File: src/rtl/little_window_sequencer_pkg.sv
// Shared types, table geometry and raster limits for the little-window sequencer.
// The clamp helper trims one axis (position/length) against a raster limit.
package little_window_sequencer_pkg;

  localparam int LW_DEPTH   = 8;
  localparam int LW_IDX_W   = 3;
  localparam int LW_FRAME_W = 8;
  localparam int LW_MAX_H   = 1920;
  localparam int LW_MAX_V   = 1080;

  typedef struct packed {
    logic [11:0] top;
    logic [11:0] left;
    logic [11:0] width;
    logic [11:0] height;
  } win_cfg_t;

  typedef enum logic [1:0] {
    IDLE,
    ARM,
    RUN,
    DRAIN
  } seq_state_e;

  // Returns {pos, len}; 13-bit sums so that pos+len never wraps before comparison.
  function automatic logic [23:0] clamp_axis(input logic [11:0] pos,
                                             input logic [11:0] len,
                                             input logic [12:0] limit);
    logic [12:0] pos13;
    logic [12:0] end13;
    logic [11:0] p;
    logic [11:0] l;
    pos13 = {1'b0, pos};
    end13 = pos13 + {1'b0, len};
    p     = pos;
    l     = len;
    if (pos13 >= limit) begin
      p = 12'(limit - 13'd1);
      l = 12'd1;
    end else if (end13 > limit) begin
      l = 12'(limit - pos13);
    end
    if (l == 12'd0) begin
      l = 12'd1;
    end
    return {p, l};
  endfunction

endpackage

File: src/rtl/little_window_sequencer_if.sv
// Register-side control, table writes and generator-side outputs of the sequencer.
// master = CPU/register side, slave = the sequencer itself.
interface little_window_sequencer_if
  import little_window_sequencer_pkg::*;
#(
  parameter int IDX_W   = LW_IDX_W,
  parameter int FRAME_W = LW_FRAME_W
);

  logic               start;
  logic               stop;
  logic               single;
  logic [FRAME_W-1:0] frames_per_win;
  logic [IDX_W:0]     num_win;
  logic               wr_en;
  logic [IDX_W-1:0]   wr_addr;
  logic [11:0]        wr_top;
  logic [11:0]        wr_left;
  logic [11:0]        wr_width;
  logic [11:0]        wr_height;
  logic               vsync;

  logic               enable;
  logic [11:0]        top;
  logic [11:0]        left;
  logic [11:0]        width;
  logic [11:0]        height;
  logic [IDX_W-1:0]   win_idx;
  logic               busy;
  logic               done;
  logic               cfg_err;

  modport master (
    output start, stop, single, frames_per_win, num_win,
    output wr_en, wr_addr, wr_top, wr_left, wr_width, wr_height, vsync,
    input  enable, top, left, width, height, win_idx, busy, done, cfg_err
  );

  modport slave (
    input  start, stop, single, frames_per_win, num_win,
    input  wr_en, wr_addr, wr_top, wr_left, wr_width, wr_height, vsync,
    output enable, top, left, width, height, win_idx, busy, done, cfg_err
  );

endinterface

File: src/rtl/little_window_sequencer_clamp.sv
// Combinational clamp of one window entry to the raster; flags whether any field changed.
module little_window_sequencer_clamp
  import little_window_sequencer_pkg::*;
#(
  parameter int MAX_H = LW_MAX_H,
  parameter int MAX_V = LW_MAX_V
) (
  input  win_cfg_t cfg_in,
  output win_cfg_t cfg_out,
  output logic     clamped
);

  localparam logic [12:0] LIM_H = 13'(MAX_H);
  localparam logic [12:0] LIM_V = 13'(MAX_V);

  logic [23:0] h_axis;
  logic [23:0] v_axis;

  always_comb begin
    h_axis         = clamp_axis(cfg_in.left, cfg_in.width, LIM_H);
    v_axis         = clamp_axis(cfg_in.top, cfg_in.height, LIM_V);
    cfg_out.left   = h_axis[23:12];
    cfg_out.width  = h_axis[11:0];
    cfg_out.top    = v_axis[23:12];
    cfg_out.height = v_axis[11:0];
    clamped        = (cfg_out != cfg_in);
  end

endmodule

File: src/rtl/little_window_sequencer.sv
// Frame-synchronous window sequencer: steps through a table of window configs and
// only changes the generator coefficients on a vsync rising edge.
module little_window_sequencer
  import little_window_sequencer_pkg::*;
#(
  parameter int DEPTH   = LW_DEPTH,
  parameter int IDX_W   = LW_IDX_W,
  parameter int FRAME_W = LW_FRAME_W,
  parameter int MAX_H   = LW_MAX_H,
  parameter int MAX_V   = LW_MAX_V
) (
  input logic                      pclk,
  input logic                      prst,
  little_window_sequencer_if.slave bus
);

  localparam logic [IDX_W:0] NUM_MAX = (IDX_W+1)'(DEPTH);

  seq_state_e         state;
  seq_state_e         state_n;
  win_cfg_t           win_tab [DEPTH];
  win_cfg_t           wr_cfg;
  win_cfg_t           load_src;
  win_cfg_t           load_cfg;
  win_cfg_t           cfg_q;
  logic               load_clamped;

  logic               vs_d;
  logic               vs_rise;
  logic [IDX_W-1:0]   idx_q;
  logic [IDX_W-1:0]   idx_n;
  logic [IDX_W-1:0]   load_idx;
  logic [FRAME_W-1:0] cnt_q;
  logic [FRAME_W-1:0] cnt_n;
  logic [FRAME_W-1:0] fpw_q;
  logic [IDX_W:0]     num_q;
  logic               single_q;
  logic               enable_q;
  logic               enable_n;
  logic               done_q;
  logic               done_n;
  logic               cfg_err_q;
  logic               cfg_err_n;
  logic               reject_req;
  logic               load;
  logic               latch_cfg;
  logic               start_bad;
  logic               last_win;
  logic               last_frame;

  assign vs_rise    = bus.vsync & ~vs_d;
  assign wr_cfg     = '{top: bus.wr_top, left: bus.wr_left,
                        width: bus.wr_width, height: bus.wr_height};
  assign start_bad  = (bus.num_win == '0) || (bus.num_win > NUM_MAX) ||
                      (bus.frames_per_win == '0);
  assign last_win   = ({1'b0, idx_q} == (num_q - (IDX_W+1)'(1)));
  assign last_frame = (cnt_q == (fpw_q - FRAME_W'(1)));

  // A write landing on the entry being loaded in the same cycle wins over the stored copy.
  assign load_src = (bus.wr_en && (bus.wr_addr == load_idx)) ? wr_cfg : win_tab[load_idx];

  little_window_sequencer_clamp #(
    .MAX_H (MAX_H),
    .MAX_V (MAX_V)
  ) u_clamp (
    .cfg_in  (load_src),
    .cfg_out (load_cfg),
    .clamped (load_clamped)
  );

  assign cfg_err_n = reject_req | (load & load_clamped);

  always_ff @(posedge pclk) begin
    if (prst) begin
      for (int i = 0; i < DEPTH; i++) begin
        win_tab[i] <= '0;
      end
    end else if (bus.wr_en) begin
      win_tab[bus.wr_addr] <= wr_cfg;
    end
  end

  always_ff @(posedge pclk) begin
    if (prst) begin
      state     <= IDLE;
      vs_d      <= 1'b0;
      enable_q  <= 1'b0;
      idx_q     <= '0;
      cnt_q     <= '0;
      fpw_q     <= '0;
      num_q     <= '0;
      single_q  <= 1'b0;
      cfg_q     <= '0;
      done_q    <= 1'b0;
      cfg_err_q <= 1'b0;
    end else begin
      state     <= state_n;
      vs_d      <= bus.vsync;
      enable_q  <= enable_n;
      idx_q     <= idx_n;
      cnt_q     <= cnt_n;
      done_q    <= done_n;
      cfg_err_q <= cfg_err_n;
      if (latch_cfg) begin
        fpw_q    <= bus.frames_per_win;
        num_q    <= bus.num_win;
        single_q <= bus.single;
      end
      if (load) begin
        cfg_q <= load_cfg;
      end
    end
  end

  // stop takes priority over a coincident vsync edge: the current window is not advanced.
  always_comb begin
    state_n    = state;
    enable_n   = enable_q;
    idx_n      = idx_q;
    cnt_n      = cnt_q;
    done_n     = 1'b0;
    reject_req = 1'b0;
    load       = 1'b0;
    load_idx   = '0;
    latch_cfg  = 1'b0;
    case (state)
      IDLE: begin
        if (bus.start && !bus.stop) begin
          if (start_bad) begin
            reject_req = 1'b1;
          end else begin
            latch_cfg = 1'b1;
            state_n   = ARM;
          end
        end
      end
      ARM: begin
        if (bus.stop) begin
          state_n = DRAIN;
        end else if (vs_rise) begin
          load     = 1'b1;
          load_idx = '0;
          enable_n = 1'b1;
          idx_n    = '0;
          cnt_n    = '0;
          state_n  = RUN;
        end
      end
      RUN: begin
        if (bus.stop) begin
          state_n = DRAIN;
        end else if (vs_rise) begin
          if (last_frame) begin
            cnt_n = '0;
            if (last_win && single_q) begin
              enable_n = 1'b0;
              done_n   = 1'b1;
              state_n  = IDLE;
            end else if (last_win) begin
              idx_n    = '0;
              load     = 1'b1;
              load_idx = '0;
            end else begin
              idx_n    = idx_q + IDX_W'(1);
              load     = 1'b1;
              load_idx = idx_q + IDX_W'(1);
            end
          end else begin
            cnt_n = cnt_q + FRAME_W'(1);
          end
        end
      end
      DRAIN: begin
        if (vs_rise) begin
          enable_n = 1'b0;
          done_n   = 1'b1;
          state_n  = IDLE;
        end
      end
      default: state_n = IDLE;
    endcase
  end

  assign bus.enable  = enable_q;
  assign bus.top     = cfg_q.top;
  assign bus.left    = cfg_q.left;
  assign bus.width   = cfg_q.width;
  assign bus.height  = cfg_q.height;
  assign bus.win_idx = idx_q;
  assign bus.busy    = (state != IDLE);
  assign bus.done    = done_q;
  assign bus.cfg_err = cfg_err_q;

endmodule
File: src/flat_wrapper.sv
// flat-port wrapper written by rule: the top's interface ports become plain ports
module little_window_sequencer_flat import little_window_sequencer_pkg::*;
#(
  parameter int DEPTH   = LW_DEPTH,
  parameter int IDX_W   = LW_IDX_W,
  parameter int FRAME_W = LW_FRAME_W,
  parameter int MAX_H   = LW_MAX_H,
  parameter int MAX_V   = LW_MAX_V
)
  (pclk, prst, bus_start, bus_stop, bus_single, bus_frames_per_win, bus_num_win, bus_wr_en, bus_wr_addr, bus_wr_top, bus_wr_left, bus_wr_width, bus_wr_height, bus_vsync, bus_enable, bus_top, bus_left, bus_width, bus_height, bus_win_idx, bus_busy, bus_done, bus_cfg_err);
  little_window_sequencer_if #(.IDX_W(IDX_W), .FRAME_W(FRAME_W)) bus_i ();
  input logic pclk;
  input logic prst;
  input wire logic [$bits(bus_i.start)-1:0] bus_start;
  input wire logic [$bits(bus_i.stop)-1:0] bus_stop;
  input wire logic [$bits(bus_i.single)-1:0] bus_single;
  input wire logic [$bits(bus_i.frames_per_win)-1:0] bus_frames_per_win;
  input wire logic [$bits(bus_i.num_win)-1:0] bus_num_win;
  input wire logic [$bits(bus_i.wr_en)-1:0] bus_wr_en;
  input wire logic [$bits(bus_i.wr_addr)-1:0] bus_wr_addr;
  input wire logic [$bits(bus_i.wr_top)-1:0] bus_wr_top;
  input wire logic [$bits(bus_i.wr_left)-1:0] bus_wr_left;
  input wire logic [$bits(bus_i.wr_width)-1:0] bus_wr_width;
  input wire logic [$bits(bus_i.wr_height)-1:0] bus_wr_height;
  input wire logic [$bits(bus_i.vsync)-1:0] bus_vsync;
  output wire logic [$bits(bus_i.enable)-1:0] bus_enable;
  output wire logic [$bits(bus_i.top)-1:0] bus_top;
  output wire logic [$bits(bus_i.left)-1:0] bus_left;
  output wire logic [$bits(bus_i.width)-1:0] bus_width;
  output wire logic [$bits(bus_i.height)-1:0] bus_height;
  output wire logic [$bits(bus_i.win_idx)-1:0] bus_win_idx;
  output wire logic [$bits(bus_i.busy)-1:0] bus_busy;
  output wire logic [$bits(bus_i.done)-1:0] bus_done;
  output wire logic [$bits(bus_i.cfg_err)-1:0] bus_cfg_err;
  assign bus_i.start = bus_start;
  assign bus_i.stop = bus_stop;
  assign bus_i.single = bus_single;
  assign bus_i.frames_per_win = bus_frames_per_win;
  assign bus_i.num_win = bus_num_win;
  assign bus_i.wr_en = bus_wr_en;
  assign bus_i.wr_addr = bus_wr_addr;
  assign bus_i.wr_top = bus_wr_top;
  assign bus_i.wr_left = bus_wr_left;
  assign bus_i.wr_width = bus_wr_width;
  assign bus_i.wr_height = bus_wr_height;
  assign bus_i.vsync = bus_vsync;
  assign bus_enable = bus_i.enable;
  assign bus_top = bus_i.top;
  assign bus_left = bus_i.left;
  assign bus_width = bus_i.width;
  assign bus_height = bus_i.height;
  assign bus_win_idx = bus_i.win_idx;
  assign bus_busy = bus_i.busy;
  assign bus_done = bus_i.done;
  assign bus_cfg_err = bus_i.cfg_err;
  little_window_sequencer #(.DEPTH(DEPTH), .IDX_W(IDX_W), .FRAME_W(FRAME_W), .MAX_H(MAX_H), .MAX_V(MAX_V)) u_core (.pclk(pclk), .prst(prst), .bus(bus_i));
endmodule
File: config.mk
export PLATFORM = sky130hd
export DESIGN_NAME = little_window_sequencer_flat
export DESIGN_NICKNAME = d
export VERILOG_FILES = /design/src/rtl/little_window_sequencer_pkg.sv /design/src/rtl/little_window_sequencer_if.sv /design/src/rtl/little_window_sequencer_clamp.sv /design/src/rtl/little_window_sequencer.sv /design/src/flat_wrapper.sv
export SDC_FILE = /design/constraint.sdc
export NUM_CORES = 1
export LEC_CHECK = 0
export CAP_MARGIN = 20
export CORE_AREA = 2 2 188 374
export DETAILED_ROUTE_END_ITERATION = 12
export DIE_AREA = 0 0 190 376
export GPL_TIMING_DRIVEN = 0
export PLACE_DENSITY = 0.61
export SLEW_MARGIN = 20
export SYNTH_ARGS = -nofsm -noshare
export SYNTH_HDL_FRONTEND = slang
export SYNTH_SLANG_ARGS = --single-unit
File: constraint.sdc
create_clock -name pclk -period 10.1 [get_ports pclk]
set_clock_uncertainty 0.1 [all_clocks]
set_input_delay 2.02 -clock pclk [delete_from_list [all_inputs] [get_ports pclk]]
set_output_delay 2.02 -clock pclk [all_outputs]
set_load 0.1 [all_outputs]
-- After elaboration in Yosys (flattened, before gate mapping)
Memories as Yosys holds them, arrays and structs flattened.
Cells that the tools add are included.
- register bits: 78
- bits in writable memories: 384
- output and inout port bits: 55
- memories: 1
- $add $sub $neg: 8
- magnitude comparators: 5
- eq/ne operators: 21
- mux-type cells: 72
- bitwise gates (word level): 4
- reductions and logical operators: 19
- memories (memory ; depth ; width ; read ports ; clocked after Yosys merged registers in ; write ports ; RTL line ; source):
    u_core.win_tab ; 8 ; 48 ; 1 ; 0 ; 8 ; little_window_sequencer.sv:21 ; win_cfg_t win_tab [DEPTH];
- operators by type and width (kind ; number):
    two-way mux 12 bit ; 8
    two-way mux 48 bit ; 2
    != test 48 bit ; 1
    OR reduction 48 bit ; 1
    two-way mux 8 bit ; 5
    two-way mux 3 bit ; 13
    two-way mux 1 bit ; 29
    adder 12 x 12 -> 13 bit ; 2
    > comparator 13 x 11 -> 1 bit (second input constant) ; 2
    >= comparator 12 x 11 -> 1 bit (second input constant) ; 2
    logical NOT 12 bit ; 2
    subtractor 11 x 12 -> 12 bit (first input constant) ; 2
    two-way mux 2 bit ; 9
    case mux 8 bit (2 select lines) ; 1
    AND reduction 7 bit ; 2
    != test 2 x 1 -> 1 bit (second input constant) ; 6
    != test 3 x 2 -> 1 bit (second input constant) ; 4
    adder 8 x 1 -> 8 bit (second input constant) ; 1
    equality test 8 bit ; 1
    logical NOT 8 bit ; 1
    != test 2 bit (second input constant) ; 4
    case mux 2 bit (4 select lines) ; 1
    AND reduction 8 bit ; 1
    subtractor 8 x 1 -> 8 bit (second input constant) ; 1
    21 further kinds ; 28

-- Longest topological paths before layout
Gate-level depths: netlist of run 1.
- depth after elaboration: 20
- mapped depth: 39

-- Hierarchy
From an unflattened synthesis of run 1, not the netlist that was laid out.
- cell total of the unflattened synthesis: 2312
- area total of the unflattened synthesis: 24559.8 um^2
- modules (own cells, without submodules) (module ; times used ; cells an instance ; area an instance (um^2) ; seq. area each (um^2)):
    little_window_sequencer ; 1 ; 1960 ; 22019.9 ; 13092.6
    little_window_sequencer_clamp ; 1 ; 352 ; 2539.9 ; 0.0

-- Worst setup path after synthesis of run 1
OpenSTA, ideal clock, no wires.
- kind: input -> register
- start: input port bus_vsync
- end: register u_core.cfg_err_q, in the netlist u_core.bus.cfg_err
- arrival: 8277 ps
- path slack: 1594 ps
- stages: 35
- cells stage by stage: nand2b_1 -> nor2_1 -> and4_1 -> buf_2 -> o21ai_2 -> nor3_2 -> buf_4 -> buf_6 -> buf_6 -> buf_4 -> buf_2 -> buf_1 -> a221oi_1 -> or3_1 -> a31oi_1 -> ha_1 -> a21o_1 -> and2_1 -> o21ai_0 -> nand2b_1 -> a2111oi_0 -> or3_1 -> o21ai_1 -> a211oi_1 -> a311oi_1 -> nor3_1 -> nand2_1 -> clkbuf_1 -> o21ai_1 -> a21oi_1 -> nor3_1 -> a31oi_1 -> xnor2_1 -> a2111oi_0 -> a21oi_1
- longest elaborated chain between the ends: 16
- elaborated cells between the ends (all ways): 34
- ends and longest elaborated chain (element ; RTL line ; source):
    from (decl) ; flat_wrapper.sv:25 ; input wire logic [$bits(bus_i.vsync)-1:0] bus_vsync;
    AND 1 bit (*) ; little_window_sequencer.sv:51 ; assign vs_rise = bus.vsync & ~vs_d;
    branches (longest 13 deep; another with memory (8 x 48 bit)) ; - ;
    AND 1 bit (*) ; little_window_sequencer.sv:71 ; assign cfg_err_n = reject_req | (load & load_clamped);
    bitwise OR 1 bit (*) ; little_window_sequencer.sv:71 ;
    to (signal assigned) ; little_window_sequencer.sv:103 ; cfg_err_q <= cfg_err_n;
    to (decl) ; little_window_sequencer.sv:42 ; logic cfg_err_q;
Every way passes the cells marked *.
A chain may end at the register's enable or synchronous reset.

-- Worst setup path after layout of run 1
Same ends and word-level chain as after synthesis.

==> impl_metrics.yaml, run 1 <==
outcome:
  run_status: "finished, final reports clean"
min_path:
  hp-class: "flop to flop"
yosys:
  synth_cell_types: 101
  async_flop_share: 0
  yosys_warnings: 0
  yosys-top-cells-count: "384 x edfxtp_1, 373 x and2_1, 230 x nand2_1"
  syn_area_um2: 24500
  yosysMostFrequentCell: "edfxtp_1"
  synth_nets: 2439
  synth-edff-count: 384
  syn_avg_cell_area_um2: 10.5
  ys_seq_area_frac: 0.535
  ys.flop_type: "edfxtp_1"
  synth_top_area_share: 0.471
  syn_inst: 2335
  ys_ff_latch: 462
  synth_area_leader_cell: "edfxtp_1"
  synth_area_leaders: "edfxtp_1 47%, and2_1 9.5%, dfxtp_1 6.4%"
route:
  vias: 19800
  route.detailed.drc: 0
  dr.pass1.iters: 6
  wl_per_cell_um: 27.2
  antenna_left: 0
  routed_wl_um: 93400
  drt_iter0_markers: 1698
  vias_per_cell: 5.78
worst_setup_path:
  crit_path_start_kind: "input pin"
  worstPathArrival_ns: 10.15
  worstPathRequired_ns: 10.46
  cp_slowest_cell: "buf_1"
  critPathKind: "input pin to flop"
  end_kind: "flop"
  cp_slowest_stage_delay_ns: 0.68
  cp_max_fo: 10
cells_and_area:
  syn2layout_area_growth_pct: 16.3
  multiInputGateArea_um2: 10600
  fin_nets: 2610
  fin_area_um2: 28500
  layout-drive-gt1-share: 0.0919
  n_fill_cell: 6570
  regArea_um2: 13100
die:
  die_h_um: 376
  row_count: 136
  core-area_um2: 68600
  ios: 125
  initial_utilization: 0.357
  die-width_um: 190
  dieArea_um2: 71400
place:
  place_area_um2: 27000
  dp_hpwl_um: 69700
  port_buffers: 117
  gp_congestion: 0.972
timing:
  setup_viol: 0
  worst_pin_slew_ns: 1.26
  fmax_mhz: 102
  report.final.slew_viol_count: 0
  slew_headroom: 0.159
  fin_crit_ns: 9.79
  rsz0062_at_grt: "false"
  period_share: 0.970
  hold_viol: 0
power_and_ir_drop:
  powerDensity_nw_per_um2: 162
  finalPower_mw: 4.61
  ir_drop_uv: 128
  p_leak_nw: 9.89
clock_tree:
  cts_root_buf: "clkbuf_16"
  clock_latency_ns: 0.59
  hold_buffers: 0
  clkTransAtPathRegs_ns: 0.06
  cts_buffer_depth: 3
  cts_buffers: 41
  cts_tree: "built"
  htreeDepth: 2
  cts.sinks: 462
grt:
  antenna_found_initial: 4
  grt_use_total: 0.260
  grt_pass1_wl_um: 134000
  grt.overflow.total: 0
  grt_max_degree: 39
  grt_pass1_vias: 20200
run:
  cap_violations: 0
where the power goes:
part	switching, mW	leakage [nW]	internal, mW
sequential	0.0456	4.31	2.17
clock	0.746	0.613	0.809
combinational	0.578	4.96	0.264
total	1.37	9.89	3.24
per-layer routing:
layer,up-vias,global-route usage,share of wire
met5,-,0,0.00040
met4,6,0.216,0.099
met3,357,0.0455,0.064
met2,916,0.477,0.51
met1,9712,0.250,0.32
li1,8847,-,-
per-stage QoR:
stage | worst slack, ns | hold slack (ns) | cells | setup TNS, ns | util
floorplan | 1.59 | 0.360 | 2335 | 0 | -
global placement | -2.16 | 0.348 | 3349 | -15.78 | 0.391
detailed placement | -2.19 | 0.344 | 3357 | -16.34 | 0.394
CTS | 0.0241 | 0.355 | 3432 | 0 | 0.414
global route | 0.0139 | 0.378 | 3432 | 0 | 0.415
finish | 0.306 | 0.353 | 3434 | 0 | 0.415
placed cells by master, fill, tap and decap left out, drive strengths merged, types with 20 or more instances in the layout:
cell,synthesis,final
nand3,104,104
xor2,30,30
nor3,66,66
a21oi,80,80
nor2,174,174
a31oi,41,41
clkbuf,82,135
o21ai,75,75
nand4,25,25
nor4,26,26
o211ai,21,21
xnor2,33,33
mux2i,48,48
edfxtp,384,384
ha,33,33
or3,32,32
and2,373,373
dfxtp,78,78
a221oi,52,52
a211oi,20,20
clkdlybuf4s50,0,117
nand2,232,232
buf,81,90
inv,42,46
kinds of logic (layout without fill, tap and decap cells):
family / after synthesis / in the layout / share of synthesized area
and+or+nand+nor: 1094 / 1094 / 0.236
DFF: 462 / 462 / 0.535
AOI/OAI and AO/OA: 414 / 414 / 0.124
buffers and inverters: 206 / 406 / 0.0389
xor gates and xnor gates: 63 / 63 / 0.0225
muxes: 62 / 62 / 0.0267
adders and majority gates: 34 / 34 / 0.0177
other: 0 / 2 / 0
worst paths after layout:
path | startpoint | end | slack (ns) | cells past startpoint
max | bus_vsync | u_core.bus.cfg_err | 0.31 | 35
min reg2reg | u_core.bus.top[7] | u_core.bus.top[7] | 0.35 | 2
max reg2reg | u_core.num_q[0] | u_core.bus.cfg_err | 0.78 | 39
min | u_core.bus.top[7] | u_core.bus.top[7] | 0.35 | 2
registers in the layout (all words and copies together) (netlist names), 2 cells and up:
name	flops
u_core.cnt_q	8
u_core.bus.height	12
u_core.bus.left	12
u_core.num_q	4
u_core.state	2
u_core.bus.width	12
u_core.win_tab	384
u_core.bus.top	12
u_core.bus.win_idx	3
u_core.fpw_q	8
final cells by class:
type                            count  share of cell area
Timing Repair Buffer              134              0.0512
Clock inverter                     21             0.00580
Tap cell                          897              0.0394
Clock buffer                       51              0.0377
Sequential cell                   462               0.460
Buffer                            157              0.0278
Inverter                           43             0.00567
Multi-Input combinational cell   1667               0.373
Antenna cell                        2            0.000176
critical path: cells and delay by family:
family / cells / cell delay (ns)
and+or+nand+nor: 12 / 2.38
buffers and inverters: 8 / 2.78
AOI/OAI and AO/OA: 11 / 1.93
xor gates and xnor gates: 2 / 0.37
adders and majority gates: 2 / 0.63
what timing repair did:
action | CTS | global route
resized for setup | 26 | 13
gates cloned | 0 | 0
pin swaps | 1 | 3
endpoints found under the setup margin | 13 | 2
setup buffers | 4 | 4
(Power assumes the default switching activity.)
==> run 2, diff against run 1 <==
- ABC_AREA: not set -> 1
- CORE_AREA: 2 2 188 374 -> 2 2 187 372
- CTS_CLUSTER_SIZE: not set -> 20
- DIE_AREA: 0 0 190 376 -> 0 0 189 374
==> impl_metrics.yaml, run 2 <==
grt:
  grt_use_total: 0.248
  grt_max_degree: 36
  grt_pass1_wl_um: 129000
  grt_pass1_vias: 20600
  antenna_found_initial: 2
  grt.overflow.total: 0
worst_setup_path:
  r2r_end: "u_core.bus.cfg_err"
  crit_path_start_kind: "input pin"
  critPathKind: "input pin to flop"
  r2r-start: "u_core.num_q[0]"
  rr_worst_depth: 44
  cp_slowest_cell: "clkdlybuf4s50_1"
  worstPathRequired_ns: 10.45
  end_kind: "flop"
  worstPathArrival_ns: 9.96
  cp_max_fo: 10
  cp_slowest_stage_delay_ns: 0.47
  reg2reg_slack_ns: 1.52
yosys:
  async_flop_share: 0
  syn_area_um2: 24200
  yosysMostFrequentCell: "nand2_1"
  synth_nets: 2916
  synth-edff-count: 384
  ys_seq_area_frac: 0.540
  synth_cell_types: 53
  synth_area_leader_cell: "edfxtp_1"
  synth_area_leaders: "edfxtp_1 48%, nand2_1 9.6%, nor2_1 7.6%"
  syn_avg_cell_area_um2: 8.62
  yosys_warnings: 0
  synth_top_area_share: 0.476
  syn_inst: 2812
  ys_ff_latch: 462
  yosys-top-cells-count: "621 x nand2_1, 491 x nor2_1, 384 x edfxtp_1"
  ys.flop_type: "edfxtp_1"
place:
  dp_hpwl_um: 64400
  pre_cts_ws_ns: -0.435
  port_buffers: 123
  place_area_um2: 26800
  gp_congestion: 0.946
timing:
  period_share: 0.951
  fmax_mhz: 104
  worst_pin_slew_ns: 1.17
  fin_ws_ns: 0.491
  slew_headroom: 0.217
  hold_viol: 0
  rsz0062_at_grt: "false"
  report.final.slew_viol_count: 0
  holdWs_ns: 0.341
  fin_crit_ns: 9.61
  setup_viol: 0
cells_and_area:
  syn2layout_area_growth_pct: 16.6
  fin_nets: 3091
  layout_commonest_cell: "nand2_1"
  fin_area_um2: 28200
  regMostFlops: "u_core.win_tab"
  largest_reg_flops: 384
  layout-drive-gt1-share: 0.0881
  n_fill_cell: 6671
  mostFrequentLayoutCells: "613 x nand2_1, 491 x nor2_1, 384 x edfxtp_1"
min_path:
  hp-class: "flop to flop"
  min-delay-start: "u_core.bus.top[11]"
  holdPathStages: 2
  hold_end: "u_core.bus.top[11]"
clock_tree:
  cts_buffers: 42
  clock_latency_ns: 0.59
  htreeDepth: 2
  cts.sinks: 462
  cts_tree: "built"
  cts_root_buf: "clkbuf_16"
  clkTransAtPathRegs_ns: 0.07
  cts_buffer_depth: 3
route:
  vias: 21100
  route.detailed.drc: 0
  vias_per_cell: 5.39
  routed_wl_um: 88900
  dr.pass1.iters: 6
  wl_per_cell_um: 22.7
  drt_iter0_markers: 2019
  antenna_left: 0
die:
  ios: 125
  dieArea_um2: 70700
  die-width_um: 189
  row_count: 135
  initial_utilization: 0.358
  die_h_um: 374
  core-area_um2: 67700
power_and_ir_drop:
  ir_drop_uv: 114
  clock_power_share: 0.346
  pwr-share-comb: 0.194
  p_switching_mw: 1.47
  p_leak_nw: 11.7
  swShare: 0.303
  pwr-share-seq: 0.460
  p_int_mw: 3.38
  powerDensity_nw_per_um2: 172
run:
  cap_violations: 0
outcome:
  run_status: "finished, final reports clean"
## run 2: worst max-delay path, delay by kind of cell
family | cells | cell delay [ns]
xor gates and xnor gates | 1 | 0.11
buffers and inverters | 10 | 2.48
adders and majority gates | 1 | 0.43
and+or+nand+nor | 24 | 3.47
AOI/OAI and AO/OA | 7 | 1.39
## run 2: cells by family after synthesis
family | share of synthesized area
DFF | 0.540
adders and majority gates | 0.0179
AOI/OAI and AO/OA | 0.0761
xor gates and xnor gates | 0.0119
buffers and inverters | 0.0773
and+or+nand+nor | 0.276
## run 2: metrics by stage
stage | util | setup TNS (ns) | cells | power (mW)
2_1_floorplan | - | 0 | 2812 | 2.89
3_3_place_gp | 0.392 | -0.504 | 3825 | 3.19
3_5_place_dp | 0.396 | -0.435 | 3833 | 3.20
4_1_cts | 0.417 | 0 | 3910 | 4.85
5_1_grt | 0.417 | 0 | 3910 | 5.02
6_report | 0.417 | 0 | 3911 | 4.85
## run 2: what timing repair did
item                                    in CTS  in global routing
hold buffers                                 0                  0
gates resized for setup                      0                  5
setup buffers                                0                  0
endpoints found under the setup margin       0                  1
## run 2: cell type report
cell class / instances / area, µm² / share of cell area
diodes: 1 / 2.50 / 0.0000886
plain buffers: 150 / 826 / 0.0292
clock buffers: 53 / 1130 / 0.0401
clock inverters: 24 / 265 / 0.00939
flip-flops and latches: 462 / 13100 / 0.464
multi-input cells: 1921 / 9330 / 0.330
inverters: 279 / 1050 / 0.0373
repair buffers: 131 / 1430 / 0.0506
well taps: 890 / 1110 / 0.0394
## run 2: worst max path at each step
stage / endpoint / slack (ns) / start
floorplan: u_core.bus.cfg_err / 2.75 / bus_vsync
global placement: u_core.bus.cfg_err / -0.50 / bus_vsync
detailed placement: u_core.bus.cfg_err / -0.44 / bus_vsync
CTS: u_core.bus.cfg_err / 0.13 / bus_vsync
global route: u_core.bus.cfg_err / 0.13 / bus_vsync
finish: u_core.bus.cfg_err / 0.49 / bus_vsync
## run 2: routing by layer
metal / GRT usage / routed length, µm
met1: 0.261 / 30600
met2: 0.443 / 44800
met3: 0.0334 / 5930
met4: 0.191 / 7570
met5: 0 / 0
## run 2: power by group through the flow
stage | logic [mW] | registers, mW | clock network, mW
after floorplan | 0.537 | 2.35 | 0
after global routing | 1.02 | 2.24 | 1.75
after CTS | 0.929 | 2.23 | 1.68
after detailed placement | 0.926 | 2.27 | 0
final | 0.940 | 2.23 | 1.68
after global placement | 0.906 | 2.28 | 0
